### config.mk
export PLATFORM = sky130hd
export DESIGN_NAME = magnetron_ctrl_pwm
export DESIGN_NICKNAME = d
export VERILOG_FILES = /design/src/rtl/magnetron_ctrl_pwm.sv
export SDC_FILE = /design/constraint.sdc
export NUM_CORES = 1
export LEC_CHECK = 0
export BUFFER_PORTS_ARGS = -buffer_cell sky130_fd_sc_hd__buf_2
export CAP_MARGIN = 20
export CORE_MARGIN = 5
export CORE_UTILIZATION = 58
export DETAILED_ROUTE_END_ITERATION = 6
export GPL_TIMING_DRIVEN = 0
export PLACE_DENSITY = 0.8
export RECOVER_POWER = 50
export SLEW_MARGIN = 40
export SYNTH_ARGS = -nofsm -noshare
export SYNTH_HDL_FRONTEND = slang
export SYNTH_SLANG_ARGS = --single-unit
### constraint.sdc
create_clock -name clk -period 5.4 [get_ports clk]
set_clock_uncertainty 0.2 [all_clocks]
set_input_delay 1.08 -clock clk [delete_from_list [all_inputs] [get_ports clk]]
set_output_delay 1.08 -clock clk [all_outputs]
set_load 0.005 [all_outputs]
### src/rtl/magnetron_ctrl_pwm.sv
// Clocked magnetron controller: synchronised front-panel buttons and door, a
// four-state cook FSM and a frame-based power-level PWM with a combinational door interlock.
module magnetron_ctrl_pwm #(
  parameter int PWR_BITS     = 3,
  parameter int FRAME_CYCLES = 16,
  parameter int CNT_W        = 4
) (
  input  logic                clk,
  input  logic                rst,
  input  logic                startn,
  input  logic                stopn,
  input  logic                clearn,
  input  logic                door_closed,
  input  logic                timer_done,
  input  logic [PWR_BITS-1:0] power_level,
  output logic                mag_on,
  output logic [1:0]          state,
  output logic                done
);

  typedef enum logic [1:0] {
    ST_IDLE   = 2'b00,
    ST_COOK   = 2'b01,
    ST_PAUSED = 2'b10,
    ST_DONE   = 2'b11
  } state_t;

  localparam logic [CNT_W:0]   STEP     = (CNT_W+1)'(FRAME_CYCLES / (2 ** PWR_BITS));
  localparam logic [CNT_W-1:0] LAST_CNT = CNT_W'(FRAME_CYCLES - 1);

  // Buttons packed as {start, stop, clear}; the third stage is the edge reference
  logic [2:0]          btn_meta_r, btn_sync_r, btn_prev_r;
  logic                door_meta_r, door_sync_r, door_prev_r;
  logic [2:0]          press_s;
  logic                start_press_s, stop_press_s, clear_press_s, door_fall_s;

  state_t              state_r, state_next_s;
  logic [CNT_W-1:0]    cnt_r, cnt_next_s;
  logic [PWR_BITS-1:0] duty_r, duty_next_s;
  logic [CNT_W:0]      on_cycles_s;
  logic                mag_q_r, mag_next_s;
  logic                done_r;

  // Two-flop synchronisers plus previous-value flops for edge detection
  always_ff @(posedge clk or posedge rst) begin
    if (rst) begin
      btn_meta_r  <= 3'b111;
      btn_sync_r  <= 3'b111;
      btn_prev_r  <= 3'b111;
      door_meta_r <= 1'b0;
      door_sync_r <= 1'b0;
      door_prev_r <= 1'b0;
    end else begin
      btn_meta_r  <= {startn, stopn, clearn};
      btn_sync_r  <= btn_meta_r;
      btn_prev_r  <= btn_sync_r;
      door_meta_r <= door_closed;
      door_sync_r <= door_meta_r;
      door_prev_r <= door_sync_r;
    end
  end

  assign press_s       = btn_prev_r & ~btn_sync_r;
  assign start_press_s = press_s[2];
  assign stop_press_s  = press_s[1];
  assign clear_press_s = press_s[0];
  assign door_fall_s   = door_prev_r & ~door_sync_r;

  // Next-state logic, priority clear > timer_done > door open > stop > start
  always_comb begin
    state_next_s = state_r;
    case (state_r)
      ST_IDLE: begin
        if (clear_press_s) begin
          state_next_s = ST_IDLE;
        end else if (start_press_s && door_sync_r && !timer_done) begin
          state_next_s = ST_COOK;
        end else begin
          state_next_s = ST_IDLE;
        end
      end
      ST_COOK: begin
        if (clear_press_s) begin
          state_next_s = ST_IDLE;
        end else if (timer_done) begin
          state_next_s = ST_DONE;
        end else if (!door_sync_r || stop_press_s) begin
          state_next_s = ST_PAUSED;
        end else begin
          state_next_s = ST_COOK;
        end
      end
      ST_PAUSED: begin
        if (clear_press_s) begin
          state_next_s = ST_IDLE;
        end else if (timer_done) begin
          state_next_s = ST_DONE;
        end else if (start_press_s && door_sync_r) begin
          state_next_s = ST_COOK;
        end else begin
          state_next_s = ST_PAUSED;
        end
      end
      ST_DONE: begin
        if (clear_press_s || door_fall_s) begin
          state_next_s = ST_IDLE;
        end else begin
          state_next_s = ST_DONE;
        end
      end
      default: state_next_s = ST_IDLE;
    endcase
  end

  // Frame counter, frame-boundary duty capture and next PWM output level
  always_comb begin
    cnt_next_s  = {CNT_W{1'b0}};
    duty_next_s = duty_r;
    if (state_next_s == ST_COOK) begin
      if (state_r != ST_COOK) begin
        cnt_next_s = {CNT_W{1'b0}};
      end else if (cnt_r == LAST_CNT) begin
        cnt_next_s = {CNT_W{1'b0}};
      end else begin
        cnt_next_s = cnt_r + CNT_W'(1);
      end
      // Counter at 0 covers both COOK entry and every new frame
      if (cnt_next_s == {CNT_W{1'b0}}) begin
        duty_next_s = power_level;
      end else begin
        duty_next_s = duty_r;
      end
    end else begin
      cnt_next_s  = {CNT_W{1'b0}};
      duty_next_s = duty_r;
    end
    on_cycles_s = ((CNT_W+1)'(duty_next_s) + (CNT_W+1)'(1)) * STEP;
    mag_next_s  = (state_next_s == ST_COOK) && ({1'b0, cnt_next_s} < on_cycles_s);
  end

  // State, PWM and output registers
  always_ff @(posedge clk or posedge rst) begin
    if (rst) begin
      state_r <= ST_IDLE;
      cnt_r   <= {CNT_W{1'b0}};
      duty_r  <= {PWR_BITS{1'b0}};
      mag_q_r <= 1'b0;
      done_r  <= 1'b0;
    end else begin
      state_r <= state_next_s;
      cnt_r   <= cnt_next_s;
      duty_r  <= duty_next_s;
      mag_q_r <= mag_next_s;
      done_r  <= (state_next_s == ST_DONE);
    end
  end

  // Interlock uses the raw door pin so opening the door needs no clock
  assign mag_on = mag_q_r & door_closed;
  assign state  = state_r;
  assign done   = done_r;

endmodule
==> results.py <==
metrics = {
    "power_and_ir_drop": {
        "leakage_nw": 0.506,
        "vdd_drop_max_uv": 198,
        "report.power.total_mw": 0.455,
        "p_per_area_nw_per_um2": 405,
    },
    "placement": {
        "place.detailed.hpwl_mm": 1.23,
        "gp_congestion": 0.828,
        "port-buffer-count": 13,
    },
    "detailed_routing": {
        "first_pass_iters": 4,
        "drtIter0Drc": 11,
        "wire_per_inst_um": 13.5,
        "drt-total-wl_mm": 1.59,
        "vias": 656,
        "ant_nets": 0,
        "detail_route.drc_violations": 0,
        "vias_per_cell": 5.61,
    },
    "cells_and_area": {
        "finish.utilization_pct": 66.6,
        "diodes": 0,
        "layout.filler_cells": 125,
        "mostFrequentLayoutCell": "sky130_fd_sc_hd__dfrtp_1",
        "final_net_count": 115,
        "syn_to_final_growth_pct": 11.5,
        "layout-drive-gt1-share_pct": 33.0,
        "most-common-layout-cells": "sky130_fd_sc_hd__dfrtp_1 (14), sky130_fd_sc_hd__buf_2 (13), sky130_fd_sc_hd__dfstp_2 (8), sky130_fd_sc_hd__a21oi_1 (7), sky130_fd_sc_hd__o21ai_0 (6)",
    },
    "setup_path": {
        "path_cells": "buf_2, and4bb_2, a21oi_1, o32ai_2, o211ai_2, mux2_2, ha_1, xnor2_2, ha_1, nor2_1, o21ai_0, a21oi_1, a31oi_1, mux2_2, a21oi_1",
        "crit_path_frequent_cell": "sky130_fd_sc_hd__a21oi_1",
        "timing.critical_path.arrival_ps": 3820,
        "worstPathMaxFanout": 5,
        "worstSetupStartpoint": "timer_done",
        "cpLargestDelayFamily": "compound AO/OA/AOI/OAI gates",
        "cp_data_required_time_ps": 5420,
        "endpoint_kind": "flop",
        "critical_path.n_buffers_inverters": 1,
        "critPathKind": "in -> reg",
        "critical_path.startpoint_type": "primary input",
        "worst_stage_delay_on_the_critical_path_ps": 330,
        "timing.critical_path.slowest_stage_cell": "sky130_fd_sc_hd__o32ai_2",
        "regToRegStartpoint": "cnt_r[0]",
    },
    "sta": {
        "finalSetupViolations": 0,
        "fmaxAchievable_mhz": 263,
        "setup-tns-final_ps": 0,
        "timing.final.crit_share_pct": 70.4,
        "hold_viol": 0,
        "final_max_slew_viol_count": 0,
        "worstMarginPinSlew_ps": 806,
        "grt_setup_unrepaired": "no",
        "worst_slew_margin_rel_pct": 46.2,
        "period_minus_slack_ps": 3800,
    },
    "logic_synthesis": {
        "syn-num-nets": 97,
        "postSynthRegisterBits": 23,
        "synth.distinct_cells": 29,
        "yosysTopAreaCellShare_pct": 34.7,
        "seq_area_frac_synth_pct": 58.2,
        "cell_count_after_synthesis": 83,
        "yosysWarnings": 0,
        "synthDominantAreaCellType": "sky130_fd_sc_hd__dfrtp_1",
        "yosys-top-cells-area": "sky130_fd_sc_hd__dfrtp_1 (35%), sky130_fd_sc_hd__dfstp_2 (23%), sky130_fd_sc_hd__ha_1 (5.0%)",
        "syn-cell-area_um2": 1010,
        "syn_avg_cell_area_um2": 12.2,
    },
    "clock_tree": {
        "cts_setup_buffers": 0,
        "clockRootBuffer": "sky130_fd_sc_hd__clkbuf_4",
        "insertion_delay_ps": 310,
        "tritoncts": "yes",
        "clock-sinks": 23,
        "cts-htree-levels": 1,
        "cts_repair_resize_count": 0,
        "ctsLongestPathBuffers": 2,
        "ctsHoldBuffers": 0,
        "register_clock_pin_slew_on_the_reported_worst_setup_and_hold_paths_ps": 120,
        "cts_made_buffers": 3,
    },
    "grt": {
        "grt_antenna_before_repair": 0,
        "grt.total_usage_pct": 13.4,
        "grt_remaining_overflow": 0,
        "wire_length_of_the_first_global_routing_pass_mm": 2.57,
        "grt_max_degree": 24,
        "first_global_vias": 618,
    },
    "die": {
        "design.die.area_um2": 2670,
        "initial_core_util_pct": 59.7,
        "floorplan.io_pins": 14,
        "die-height_um": 51.7,
        "number_of_rows_in_the_core_area": 15,
        "chipWidth_um": 51.7,
        "core_area_um2": 1690,
    },
    "min_path": {
        "hold_path.startpoint": "btn_meta_r[1]",
        "hp-class": "reg -> reg",
    },
    "outcome": {
        "outcome": "finished clean",
    },
    "run": {
        "cap_viol_max_count": 0,
    },
}
[sequential cells by signal, indices dropped and copies added, names as in the netlist]
| register | flops |
|---|---|
| duty_r | 3 |
| door_meta_r | 1 |
| mag_q_r | 1 |
| door_prev_r | 1 |
| btn_prev_r | 3 |
| btn_sync_r | 3 |
| btn_meta_r | 3 |
| door_sync_r | 1 |
| state | 2 |
| cnt_r | 4 |
| done | 1 |
[worst paths after layout]
| check | end | slack (ps) | depth (start not counted) |
|---|---|---|---|
| setup / recovery | mag_q_r | 1600 | 15 |
| hold / removal | btn_sync_r[1] | 160 | 0 |
| hold reg to reg | btn_sync_r[1] | 160 | 0 |
| max in group asynchronous | door_sync_r | 3800 | 2 |
| min in group asynchronous | cnt_r[3] | 700 | 2 |
| setup reg to reg | mag_q_r | 1780 | 14 |
[routing by layer]
| layer | vias to the layer above | GRT usage, % | routed length (um) |
|---|---|---|---|
| li1 | 328 | - | - |
| met1 | 310 | 14.6 | 730 |
| met2 | 16 | 23.9 | 782 |
| met3 | 2 | 3.44 | 57 |
| met4 | 0 | 6.55 | 14 |
| met5 | - | 0 | 0 |
[area by class of cell]
class | count | area (um^2) | share of cell area [%]
inverter | 5 | 18.8 | 1.67
sequential | 23 | 587 | 52.2
clock inverter | 1 | 7.51 | 0.667
clock buffer | 3 | 22.5 | 2.00
multi-input combinational | 55 | 403 | 35.8
timing repair buffer | 13 | 65.1 | 5.78
tap | 17 | 21.3 | 1.89
[synthesized netlist by cell type]
master,n
sky130_fd_sc_hd__nand3_1,2
sky130_fd_sc_hd__o211ai_1,1
sky130_fd_sc_hd__a21oi_2,1
sky130_fd_sc_hd__dfstp_2,9
sky130_fd_sc_hd__mux2_4,1
sky130_fd_sc_hd__nor2_1,4
sky130_fd_sc_hd__mux2_2,2
sky130_fd_sc_hd__nand4b_1,1
sky130_fd_sc_hd__xnor2_1,1
sky130_fd_sc_hd__o21a_1,1
sky130_fd_sc_hd__and2_1,2
sky130_fd_sc_hd__ha_1,4
sky130_fd_sc_hd__or4b_1,1
sky130_fd_sc_hd__nor2b_1,3
sky130_fd_sc_hd__nor3b_1,1
sky130_fd_sc_hd__nand3b_1,1
sky130_fd_sc_hd__o2111ai_1,1
sky130_fd_sc_hd__a311oi_1,1
sky130_fd_sc_hd__o32ai_2,1
sky130_fd_sc_hd__a21oi_1,7
sky130_fd_sc_hd__xnor2_2,1
sky130_fd_sc_hd__nand2b_1,5
sky130_fd_sc_hd__and4bb_2,1
sky130_fd_sc_hd__inv_1,5
sky130_fd_sc_hd__o211ai_2,1
sky130_fd_sc_hd__nand2_1,4
sky130_fd_sc_hd__o21ai_0,6
sky130_fd_sc_hd__a31oi_1,1
sky130_fd_sc_hd__dfrtp_1,14
[report_power, final]
group	internal [mW]	total [mW]	switching, mW
logic	0.0762	0.154	0.0778
registers	0.202	0.222	0.0196
clock network	0.0282	0.0790	0.0508
[worst register-to-register path: stages (launching register included)]
cell and delay, ps:
sky130_fd_sc_hd__dfrtp_1 450, sky130_fd_sc_hd__ha_1 290, sky130_fd_sc_hd__or4b_1 550, sky130_fd_sc_hd__a21oi_2 180, sky130_fd_sc_hd__o211ai_2 150, sky130_fd_sc_hd__mux2_2 330, sky130_fd_sc_hd__ha_1 230, sky130_fd_sc_hd__xnor2_2 140
sky130_fd_sc_hd__ha_1 190, sky130_fd_sc_hd__nor2_1 70, sky130_fd_sc_hd__o21ai_0 120, sky130_fd_sc_hd__a21oi_1 130, sky130_fd_sc_hd__a31oi_1 50, sky130_fd_sc_hd__mux2_2 260, sky130_fd_sc_hd__a21oi_1 210
[cell families after synthesis]
group	Yosys count	synth area share, %
compound gates	21	14.0
fa+ha+maj	4	4.96
buf+inv	5	1.86
xor+xnor	2	2.48
flops	23	58.2
simple gates	25	14.8
mux	3	3.72
[stage by stage]
stage               hold WS, ps  setup slack [ps]  cells  cell area, um^2
floorplan                   131              1710     83             1010
global placement            134              1320    113             1090
detailed placement          147              1260    113             1090
CTS                         165              1590    117             1120
global route                173              1440    117             1120
finish                      164              1600    117             1120
Note: power is estimated with default switching activity, not from simulation.
